## src/rtl/mips_pkg.sv

```systemverilog
// mips_pkg: shared constants for the 16-bit MIPS pipeline.
//   DATA_W / ADDR_W / NUM_REGS : register file geometry
//   FWD_*                      : operand forwarding-select encodings
package mips_pkg;

  localparam int unsigned DATA_W   = 16;
  localparam int unsigned ADDR_W   = 5;
  localparam int unsigned NUM_REGS = 32;

  localparam logic [1:0] FWD_REG = 2'b00;
  localparam logic [1:0] FWD_EX  = 2'b01;
  localparam logic [1:0] FWD_DM  = 2'b10;
  localparam logic [1:0] FWD_WB  = 2'b11;

endpackage

```

## src/rtl/regfile_32x16.sv

```systemverilog
// regfile_32x16: general-purpose register array, 2 async read ports, 1 sync write port.
//   clk, rst_n     : clock, asynchronous active-low clear of every register
//   wr_addr/wr_data: written every rising edge unless wr_addr == 0
//   rd_addr_a/b    : read addresses; rd_data_a/b return contents before the edge
// R0 always reads zero and is never written.
module regfile_32x16
  import mips_pkg::*;
#(
  parameter int unsigned DATA_W   = mips_pkg::DATA_W,
  parameter int unsigned ADDR_W   = mips_pkg::ADDR_W,
  parameter int unsigned NUM_REGS = mips_pkg::NUM_REGS
) (
  input  logic              clk,
  input  logic              rst_n,
  input  logic [ADDR_W-1:0] wr_addr,
  input  logic [DATA_W-1:0] wr_data,
  input  logic [ADDR_W-1:0] rd_addr_a,
  input  logic [ADDR_W-1:0] rd_addr_b,
  output logic [DATA_W-1:0] rd_data_a,
  output logic [DATA_W-1:0] rd_data_b
);

  logic [DATA_W-1:0] mem_q [NUM_REGS];

  // No write enable: upstream parks wr_addr at 0 when nothing should be written.
  always_ff @(posedge clk or negedge rst_n) begin
    if (!rst_n) begin
      for (int i = 0; i < NUM_REGS; i++) begin
        mem_q[i] <= '0;
      end
    end else if (wr_addr != '0) begin
      mem_q[wr_addr] <= wr_data;
    end
  end

  assign rd_data_a = (rd_addr_a == '0) ? '0 : mem_q[rd_addr_a];
  assign rd_data_b = (rd_addr_b == '0) ? '0 : mem_q[rd_addr_b];

endmodule

```

## src/rtl/register_bank.sv

```systemverilog
// register_bank: decode-stage register file plus operand forwarding/immediate select.
//   clk, rst_n          : clock, asynchronous active-low reset
//   ans_ex/ans_dm/ans_wb: forwarded results; ans_dm is also the write-back data
//   imm, imm_sel        : immediate and its override of operand B
//   RA, RB              : source register indices
//   RW_dm               : write-back destination (0 = no write)
//   mux_sel_A/B         : operand source selects (FWD_REG/EX/DM/WB)
//   A, B                : registered operands to the execute stage
module register_bank
  import mips_pkg::*;
#(
  parameter int unsigned DATA_W   = mips_pkg::DATA_W,
  parameter int unsigned ADDR_W   = mips_pkg::ADDR_W,
  parameter int unsigned NUM_REGS = mips_pkg::NUM_REGS
) (
  input  logic              clk,
  input  logic              rst_n,
  input  logic [DATA_W-1:0] ans_ex,
  input  logic [DATA_W-1:0] ans_dm,
  input  logic [DATA_W-1:0] ans_wb,
  input  logic [DATA_W-1:0] imm,
  input  logic [ADDR_W-1:0] RA,
  input  logic [ADDR_W-1:0] RB,
  input  logic [ADDR_W-1:0] RW_dm,
  input  logic [1:0]        mux_sel_A,
  input  logic [1:0]        mux_sel_B,
  input  logic              imm_sel,
  output logic [DATA_W-1:0] A,
  output logic [DATA_W-1:0] B
);

  logic [DATA_W-1:0] reg_a, reg_b;
  logic [DATA_W-1:0] a_d, b_d;

  regfile_32x16 #(
    .DATA_W   (DATA_W),
    .ADDR_W   (ADDR_W),
    .NUM_REGS (NUM_REGS)
  ) u_regfile (
    .clk       (clk),
    .rst_n     (rst_n),
    .wr_addr   (RW_dm),
    .wr_data   (ans_dm),
    .rd_addr_a (RA),
    .rd_addr_b (RB),
    .rd_data_a (reg_a),
    .rd_data_b (reg_b)
  );

  always_comb begin
    a_d = reg_a;
    unique case (mux_sel_A)
      FWD_REG: a_d = reg_a;
      FWD_EX:  a_d = ans_ex;
      FWD_DM:  a_d = ans_dm;
      FWD_WB:  a_d = ans_wb;
      default: a_d = reg_a;
    endcase
  end

  always_comb begin
    b_d = reg_b;
    if (imm_sel) begin
      b_d = imm;
    end else begin
      unique case (mux_sel_B)
        FWD_REG: b_d = reg_b;
        FWD_EX:  b_d = ans_ex;
        FWD_DM:  b_d = ans_dm;
        FWD_WB:  b_d = ans_wb;
        default: b_d = reg_b;
      endcase
    end
  end

  always_ff @(posedge clk or negedge rst_n) begin
    if (!rst_n) begin
      A <= '0;
      B <= '0;
    end else begin
      A <= a_d;
      B <= b_d;
    end
  end

endmodule

```

## config.mk

```make
export PLATFORM = sky130hd
export DESIGN_NAME = register_bank
export DESIGN_NICKNAME = d
export VERILOG_FILES = /design/src/rtl/mips_pkg.sv /design/src/rtl/regfile_32x16.sv /design/src/rtl/register_bank.sv
export SDC_FILE = /design/constraint.sdc
export NUM_CORES = 1
export LEC_CHECK = 0
export BUFFER_PORTS_ARGS = -buffer_cell sky130_fd_sc_hd__buf_4
export CORE_MARGIN = 4
export CORE_UTILIZATION = 28
export DETAILED_ROUTE_END_ITERATION = 7
export GPL_TIMING_DRIVEN = 0
export PLACE_DENSITY = 0.42
export SYNTH_ARGS = -nofsm -noshare
export SYNTH_HDL_FRONTEND = slang
export SYNTH_SLANG_ARGS = --single-unit
export TNS_END_PERCENT = 1
```

## constraint.sdc

```tcl
create_clock -name clk -period 2.2 [get_ports clk]
set_input_delay 0.44 -clock clk [delete_from_list [all_inputs] [get_ports clk]]
set_output_delay 0.44 -clock clk [all_outputs]
set_load 0.005 [all_outputs]
```

==> results of run 1 <==
worst register-to-register path, cell delays in order (launching register included):
cell	delay, ns
dfrtp_1	0.39
mux4_2	0.50
a22oi_2	0.32
a21oi_1	0.13
a2111oi_1	0.53
a21oi_2	0.15
what timing repair did:
item                                    4_1_cts  5_1_grt
hold endpoints to repair                     62        0
hold buffers                                  1        0
endpoints found under the setup margin       62       69
pin swaps                                     0        1
gates resized for setup                      84       69
final cells by class:
cell class / count / area [µm²] / area share (%)
multi-input combinational: 1137 / 14390 / 41.84
sequential: 544 / 13610 / 39.59
clock buffer: 100 / 2056 / 5.978
tap: 1368 / 1712 / 4.978
buffer: 213 / 1145 / 3.329
timing repair buffer: 113 / 958.4 / 2.787
clock inverter: 20 / 385.4 / 1.121
inverter: 31 / 116.4 / 0.3384
antenna: 5 / 12.51 / 0.03639
power groups by stage:
stage               clock (mW)  combinational (mW)  sequential, mW
floorplan                    0                5.03            13.4
global placement             0                7.05            13.9
detailed placement           0                7.22            14.0
CTS                       12.6                7.30            13.8
global route              13.0                7.81            14.1
finish                    12.3                7.38            13.9
synthesized netlist by cell type (4+ instances only):
cell type  count  area (µm²)
mux2_2       545        6137
dfrtp_1      544       13610
mux4_2       238        5360
clkbuf_1     145       544.3
mux2i_1       95       950.9
a22oi_1       62       465.5
buf_2         44       220.2
inv_1         31       116.4
a21oi_1       17       85.08
a221o_1       17       170.2
buf_1         17       63.81
nor2_1        17       63.81
a2bb2oi_1     15       131.4
a31oi_1       15       93.84
nand2_1       15       56.30
nor2b_1       15       93.84
a222oi_1      14       140.1
o221ai_1      14       122.6
o21ai_1       10       50.05
buf_6          6       67.56
o21ai_0        6       30.03
a2111oi_0      5       43.79
nand3_1        5       25.02
nand2b_1       4       25.02
nand3b_1       4       30.03
registers in the layout (all words and copies together), names as in the netlist:
name	cells
B	16
u_regfile.mem_q	512
A	16
worst max path at each step:
stage / start / to / slack (ns) / cells past startpoint
2_1_floorplan: mux_sel_B[1] / B[5] / -0.002 / 7
3_3_place_gp: rst_n / u_regfile.mem_q[155] / -5.51 / 1
3_5_place_dp: RA[1] / A[12] / -1.38 / 6
4_1_cts: RB[0] / B[14] / -0.21 / 7
5_1_grt: RW_dm[1] / u_regfile.mem_q[261] / -0.03 / 5
6_report: RB[1] / B[15] / -0.07 / 7
cell families (layout without fill, tap and decap cells):
family | Yosys count | after routing | synth area share, %
AOI/OAI and AO/OA | 180 | 180 | 4.747
and+or+nand+nor | 78 | 78 | 1.438
buffers and inverters | 245 | 477 | 3.556
other | 0 | 5 | 0
muxes | 879 | 879 | 43.13
DFF | 544 | 544 | 47.13
layer usage:
| layer | GRT usage [%] | vias to the layer above | part of all wire (%) |
|---|---|---|---|
| met3 | 4.405 | 159 | 6.4 |
| li1 | - | 7857 | - |
| met4 | 6.083 | 0 | 2.9 |
| met5 | 0 | - | 0 |
| met1 | 28.89 | 10610 | 44 |
| met2 | 33.43 | 701 | 46 |
through the flow:
stage | instances | utilization (%) | TNS, ns | area (µm²) | total power, mW
after floorplan | 1926 | - | -0.01358 | 28940 | 18.39
after global placement | 3401 | 30.83 | -3116.95 | 31450 | 20.91
after detailed placement | 3406 | 30.97 | -183.07 | 31600 | 21.21
after CTS | 3526 | 33.57 | -1.809 | 34250 | 33.77
after global routing | 3527 | 33.69 | -0.3056 | 34380 | 34.94
final | 3531 | 33.70 | -0.5311 | 34390 | 33.57
==> results.md, run 1 <==
- PwrDens: 976.3 nW/µm²
- Final hold slack: 0.06794 ns
- I/O pin count: 118
- CP Buf/Inv Count: 3
- H-tree level count: 3
- Synthesized net count: 2,012
- Final Hold Vio Count: 0
- ANT nets after route: 0
- Vias post-DR: 19,330
- Leak: 14.18 nW
- Mean Syn Cell Area: 15.00 µm²
- CP max stage cell: clkdlybuf4s15_2
- TritonCTS clock tree: yes
- Fraction of layout cells with a size suffix above 1: 52.46%
- Number of global-route vias before repair: 20,360
- Worst EP required: 2.59 ns
- Worst-Margin Slew: 1.290 ns
- Final worst path period need: 2.272 ns
- R2r startpoint: u_regfile.mem_q[142]
- DP Wirelength: 87,570 µm
- Post-synth EDFFs: 0
- Sw Ratio: 28.43%
- CP Max Fanout: 10
- Worst slack at placement: -1.384 ns
- Sink Count: 544
- Die W: 329.2 µm
- Initial Util: 28.31%
- DR iter-0 viols: 1,806
- Startpoint Class: primary input
- Power Internal: 24.03 mW
- Maximum vdd ir drop: 0.0004782 V
- Cts bufs inserted: 68
- Hold depth: 3
- Status: complete, but fails checks
- Max-slew headroom: 14.01%
- Core ar.: 102,000 µm²
- Max Cap Viol: 0
- R2R depth: 5
- CP top delay family: buffers and inverters
- Critical Path End Type: register
- Distinct cell type count after synthesis: 40
- Global route overflow: 0
- Worst Path Arrival: 2.67 ns
- Final Slew Violations: 0
- Worst setup path class: primary input to register
- Hold_sp: imm[8]
- Worst reg2reg path endpoint: B[14]
- Worst path cell trace: buf_4 -> buf_2 -> clkdlybuf4s15_2 -> mux4_2 -> a22oi_1 -> a21oi_1 -> a2bb2oi_1
- Post-Route WL: 114,400 µm
- Root Buffer: clkbuf_16
- Largest net degree at the start of global routing: 120
- Port bufs: 107
- Gpl congestion: 0.9221
- Clk_skew: 0.01606 ns
- Flop pwr share: 41.4%
- First-pass GRT wire length: 159,700 µm
- Drt drc: 0
- Clock Path Buffers: 3
- Period utilisation layout: 103.3%
- Synth-to-Final Area Change: 19.04%
- Final net count: 2,194
- Clock power frac: 36.6%
- Die footprint: 108,400 µm²
- Fill count: 9,937
- DRT Pass-1 Iters: 5
- Die Y: 329.2 µm
- Total global-route track usage: 20.96%
- Slowest stage delay, CP: 0.56 ns
- Hold Crit Endpoint: B[8]
- Row count: 117
- R2r setup slk: 0.01 ns
- Clock Latency Late Sink: 0.62 ns
- Avg Vias per Cell: 5.474
- Final Setup Violations: 24
- Fmax: 440.2 MHz
- Sw Pwr: 9.543 mW
- Routed len/inst: 32.41 µm
- Comb power frac: 22.0%
- Setup Buffers After CTS: 0
- Asr flop ratio synth: 100.0%
- Mapped Cells: 1,926
- Initial antenna violation count: 4
- Primary FF master, synth: dfrtp_1
- Most frequent cells in the layout: mux2_2, dfrtp_1, mux4_2
- Sequential area share after synthesis: 47.13%
- Worst-path clk slew: 0.06 ns
- Failing checks: setup timing
- YS warnings: 0
- RSZ-0062 raised after global routing: yes
- HP Class: primary input to register
- PnR worst setup slack: -0.07189 ns
- Post-synthesis register bit count: 544
- Syn Std Cell Area: 28,890 µm²
- Most common cell after layout, fill and taps aside: mux2_2
Note: power is estimated with default switching activity, not from simulation.
==> run 2, diff against run 1 <==
--- a/config.mk
+++ b/config.mk
@@ -15,2 +15,3 @@
 export SYNTH_HDL_FRONTEND = slang
+export SYNTH_HIERARCHICAL = 1
 export SYNTH_SLANG_ARGS = --single-unit
--- a/constraint.sdc
+++ b/constraint.sdc
@@ -3,2 +3,2 @@
 set_output_delay 0.44 -clock clk [all_outputs]
-set_load 0.005 [all_outputs]
+set_load 0.1 [all_outputs]
==> run 2 against run 1 <==
Against the previous run:
- the run ends with hold timing, setup timing left
- cell count rose by 4.5%
- register-to-register slack got worse by 0.16 ns
- non-clock buffer count rose by 16
- core utilization fell by 0.098 points
- hold slack got worse by 0.19 ns
- sequential share of layout area fell by 1.1 points
- critical endpoint is now A[6]
- largest cell class unchanged
- largest power group unchanged
==> results.md, run 2 <==
- Vias post-DR: 19,990
- ANT nets after route: 0
- Finished Layout Cells: 3,690
- Initial Util: 28.19%
- Clock Latency Late Sink: 0.62 ns
- Final hold slack: -0.1173 ns
- Flop pwr share: 41.8%
- Clock Path Buffers: 3
- Die W: 333.5 µm
- Max Cap Viol: 0
- Sequential area share after synthesis: 45.87%
- Fraction of layout cells with a size suffix above 1: 51.44%
- Clock power frac: 33.2%
- Most common cell after layout, fill and taps aside: dfrtp_1
- Most frequent cells in the layout: dfrtp_1, mux2_2, mux4_2
- CP max stage cell: mux4_2
- Comb power frac: 25.0%
- Synth area leader: dfrtp_1
- Initial antenna violation count: 8
- H-tree level count: 3
- R2R depth: 5
- Final worst path period need: 2.415 ns
- Leak: 14.85 nW
- CP Max Fanout: 10
- Worst slack at placement: -1.875 ns
- Largest regs: u_regfile/mem_q (512), A (16), B (16)
- Largest register by flop count: u_regfile/mem_q
- Placed cells: 3,563
- Tot Pwr: 33.15 mW
- YS warnings: 6
- Cell repeated most along the worst path: buf_4
- DR iter-0 viols: 1,546
- Distinct cell type count after synthesis: 35
- Power Internal: 23.18 mW
- Total global-route track usage: 20.86%
- First-pass GRT wire length: 165,700 µm
- Final Setup Violations: 28
- PnR worst setup slack: -0.2150 ns
- Commonest cells in the netlist: dfrtp_1, mux2_2, mux2i_1, mux4_2, clkbuf_1
- CP top delay family: buffers and inverters
- DP Wirelength: 84,610 µm
- Drt drc: 0
- HP Class: primary input to async pin
- Primary FF master, synth: dfrtp_1
- I/O pin count: 118
- Critical Path End Type: register
- Maximum vdd ir drop: 0.0005330 V
- Startpoint Class: primary input
- Port bufs: 106
- R2r startpoint: u_regfile/mem_q[390]
- CP Buf/Inv Count: 4
- Routed len/inst: 31.90 µm
- Die footprint: 111,300 µm²
- DRT Pass-1 Iters: 5
- Cts bufs inserted: 68
- Area contributors post-synth: dfrtp_1, mux2_2, mux4_2
- Gpl congestion: 0.8731
- Worst-path clk slew: 0.05 ns
- Status: complete, but fails checks
- Post-Route WL: 117,700 µm
- Slowest stage delay, CP: 0.70 ns
- R2r setup slk: -0.15 ns
- Failing checks: hold timing, setup timing
- Final Hold Vio Count: 97
- Fin area: 35,370 µm²
- Worst path cell trace: buf_4 -> buf_12 -> nor2_4 -> and3b_1 -> buf_2 -> buf_4 -> a221o_1 -> a31oi_4 -> mux4_2
- Synth-to-Final Area Change: 19.20%
- Post-synth top area share: 45.87%
- Row count: 119
- RSZ-0062 raised after global routing: yes
- Core ar.: 105,300 µm²
- Post-synth EDFFs: 0
- Root Buffer: clkbuf_16
- TritonCTS clock tree: yes
- Largest net degree at the start of global routing: 118
- PwrDens: 937.2 nW/µm²
- Sw Pwr: 9.971 mW
- Worst-Margin Slew: 0.9474 ns
- Placed Area: 32,410 µm²
- Worst setup path class: primary input to register
- Post-synthesis register bit count: 544
- Max reg flops: 512
- Max-slew headroom: 36.84%
- Mapped Cells: 2,062
- Syn Std Cell Area: 29,670 µm²
- Worst EP required: 2.62 ns
- Worst reg2reg path endpoint: A[6]
- Period utilisation layout: 109.8%
- Mean Syn Cell Area: 14.39 µm²
- Sink Count: 544
- Clk_skew: 0.03469 ns
- Avg Vias per Cell: 5.417
- Final Slew Violations: 0
- Most numerous cell in the Yosys netlist: dfrtp_1
- Asr flop ratio synth: 100.0%
- Synthesized net count: 2,148
- Sw Ratio: 30.08%
- Die Y: 333.5 µm
- Setup Total Neg Slack: -1.659 ns
- Final net count: 2,335
- Fmax: 414.1 MHz
- Worst Path Arrival: 2.83 ns
- Number of global-route vias before repair: 21,600
- Setup crit start: RA[0]
- Global route overflow: 0
-- run 2: logic make-up after synthesis --
logic type / synth area share (%)
muxes: 43.45
DFF: 45.87
buffers and inverters: 4.275
and+or+nand+nor: 2.943
AOI/OAI and AO/OA: 3.462
-- run 2: worst register-to-register path: stages, from the launching register on --
cell	delay, ns
dfrtp_1	0.38
mux4_2	0.51
mux2i_4	0.19
a221o_1	0.28
a31oi_4	0.09
mux4_2	0.70
-- run 2: routing by layer --
metal	global-route usage (%)	up-vias	wire length, µm
li1	-	8232	-
met1	29.40	10880	52820
met2	33.36	720	54670
met3	3.771	160	7228
met4	5.095	0	2988
met5	0	-	0
-- run 2: final cells by class --
type                       count  area [µm²]
inverter                      16       60.06
clock buffer                 107        2122
clock inverter                 8       43.79
multi-input combinational   1277       15240
timing repair buffer         118       977.2
antenna                        5       12.51
tap                         1391        1740
sequential                   544       13610
fill                       10290       69890
buffer                       224        1562
-- run 2: worst max-delay path by stage --
stage,to,depth (start not counted)
final,A[6],9
after global routing,A[6],5
after CTS,A[6],5
after detailed placement,B[6],10
after global placement,u_regfile/mem_q[2],1
after floorplan,B[12],10
-- run 2: metrics by stage --
| step | utilization, % | hold slack (ns) |
|---|---|---|
| final | 33.60 | -0.1173 |
| after global routing | 33.59 | -0.04497 |
| after CTS | 33.55 | -0.08086 |
| after detailed placement | 30.79 | 0.4667 |
| after global placement | 30.68 | 0.4545 |
| after floorplan | - | 0.1444 |
-- run 2: repair_timing --
item                                   CTS  global route
resized for setup                      173             9
setup buffers                            8             0
pin swaps                               12             4
setup endpoints to repair               32            37
endpoints found under the hold margin   97            97
-- run 2: power by group through the flow --
| stage | sequential [mW] | clock (mW) | combinational, mW |
|---|---|---|---|
| 6_report | 13.9 | 11.0 | 8.28 |
| 5_1_grt | 14.1 | 11.7 | 8.77 |
| 4_1_cts | 13.8 | 11.3 | 8.30 |
| 3_5_place_dp | 14.0 | 0 | 7.97 |
| 3_3_place_gp | 13.8 | 0 | 7.81 |
| 2_1_floorplan | 13.9 | 0 | 5.27 |
==> run 3, diff against run 2 <==
- CTS_BUF_LIST: not set -> sky130_fd_sc_hd__clkbuf_2 sky130_fd_sc_hd__clkbuf_4 sky130_fd_sc_hd__clkbuf_8
- PLACE_DENSITY: 0.42 -> not set
==> run 3 against run 2 <==
Against the previous run:
- the run ends with setup timing left
- cell area down 0.99%
- register-to-register slack about the same
- core utilization down 0.33 points
- clock skew about the same
- via count up 0.53%
- setup slack worse by 0.011 ns
- clock-buffer cell count up 41
- clock power down 10%
- cell count up 1.7%
- maximum frequency down 0.44%
- highest routed layer is now met5
==> results.md, run 3 (same netlist as run 2, synthesis figures left out) <==
- Placed Area: 32,440 µm²
- Die footprint: 111,300 µm²
- Period utilisation layout: 110.3%
- Finished Layout Cells: 3,751
- Fill count: 10,450
- Failing checks: setup timing
- Final worst path period need: 2.426 ns
- Gpl congestion: 0.8956
- PnR worst setup slack: -0.2258 ns
- Largest register by flop count: u_regfile/mem_q
- PwrDens: 903.0 nW/µm²
- Max Cap Viol: 0
- Avg Vias per Cell: 5.357
- DRT Pass-1 Iters: 5
- CP Max Fanout: 10
- Fmax: 412.2 MHz
- Placed cells: 3,564
- Critical Path End Type: register
- Fin area: 35,020 µm²
- Most common cell after layout, fill and taps aside: dfrtp_1
- Post-Route WL: 100,400 µm
- TritonCTS clock tree: yes
- RSZ-0062 raised after global routing: yes
- I/O pin count: 118
- DP Wirelength: 73,530 µm
- Global route overflow: 0
- Number of global-route vias before repair: 21,030
- Routed len/inst: 26.77 µm
- Slowest stage delay, CP: 0.69 ns
- HP Class: primary input to async pin
- Die Y: 333.5 µm
- Most frequent cells in the layout: dfrtp_1, mux2_2, mux4_2
- Synth-to-Final Area Change: 18.03%
- Largest net degree at the start of global routing: 119
- Cts bufs inserted: 89
- Clock Latency Late Sink: 0.72 ns
- Core ar.: 105,300 µm²
- Worst-Margin Slew: 1.021 ns
- Final net count: 2,370
- Status: complete, but fails checks
- Startpoint Class: primary input
- Port bufs: 106
- Worst Path Arrival: 2.94 ns
- Row count: 119
- Drt drc: 0
- Final Slew Violations: 0
- Worst path cell trace: clkbuf_1 -> nor2_4 -> clkbuf_1 -> a221o_1 -> a31oi_4 -> mux4_2
- ANT nets after route: 0
- Root Buffer: clkbuf_8
- Final Setup Violations: 18
- Fraction of layout cells with a size suffix above 1: 51.23%
- Clock Path Buffers: 3
- Worst setup path class: primary input to register
- Setup Total Neg Slack: -1.427 ns
- Total global-route track usage: 17.79%
- Post-layout util: 33.27%
- Max-slew headroom: 31.94%
- Vias post-DR: 20,090
- Worst slack at placement: -1.379 ns
- Worst-path clk slew: 0.07 ns
- Sink Count: 544
- Final Hold Vio Count: 0
- DR iter-0 viols: 1,926
- Max reg flops: 512
- Tot Pwr: 31.63 mW
- H-tree level count: 3
- Maximum vdd ir drop: 0.0003923 V
- Final hold slack: 0.008170 ns
- Clk_skew: 0.03481 ns
- Largest regs: u_regfile/mem_q (512), A (16), B (16)
- Initial antenna violation count: 10
- CP max stage cell: mux4_2
- Initial Util: 28.19%
- First-pass GRT wire length: 145,900 µm
- Die W: 333.5 µm
- Cell repeated most along the worst path: clkbuf_1
- Worst EP required: 2.72 ns
- Leak: 14.79 nW
[run 3: cell count changes in the layout (fill, tap and decap cells not counted), sizes merged]
cell          before  now
buf              241  229
bufinv             0    2
clkbuf           208  256
clkinv             7    6
clkinvlp           0    5
diode              5    4
dlygate4sd3        0   18
dlymetal6s4s       0    1
inv               17   18
[run 3: power breakdown]
part	total [mW]	switching [mW]	internal, mW
combinational	7.94	3.62	4.32
clock	9.87	4.37	5.49
sequential	13.8	1.60	12.2
total	31.6	9.59	22.0
[run 3: critical path: cells and delay by family]
kind,cells,cell delay [ns]
multiplexers,1,0.69
AND/OR/NAND/NOR,1,0.42
buffers and inverters,2,0.91
AO/OA/AOI/OAI,2,0.47
[run 3: cell type report]
cell class	count	area (µm²)	share of cell area, %
flip-flops and latches	544	13610	38.87
repair buffers	131	1161	3.315
multi-input cells	1277	15080	43.05
diodes	4	10.01	0.02858
clock buffers	148	1831	5.227
inverters	16	60.06	0.1715
clock inverters	15	150.1	0.4287
plain buffers	225	1381	3.944
well taps	1391	1740	4.969
[run 3: worst paths after layout]
check | from | to | slack, ns | cells past startpoint
worst min-delay path | rst_n | u_regfile/mem_q[89] | 0.008 | 3
min in group clk | ans_dm[11] | u_regfile/mem_q[11] | 0.06 | 2
max in group asynchronous | rst_n | u_regfile/mem_q[417] | 0.57 | 5
worst min register to register | u_regfile/mem_q[508] | u_regfile/mem_q[508] | 0.48 | 1
worst max register to register | u_regfile/mem_q[389] | A[5] | -0.16 | 5
worst max-delay path | RA[4] | A[5] | -0.23 | 6
[run 3: repair_timing]
item,CTS,global route
gates cloned,0,0
resized for setup,59,43
hold buffers,19,1
pin swaps,0,5
setup buffers,0,0
hold endpoints to repair,70,9
endpoints found under the setup margin,32,49
[run 3: per-layer routing]
metal	global-route usage [%]	wire length, µm
met5	0	13
met4	4.764	2751
met3	7.763	11460
met2	25.68	42580
met1	24.34	43600
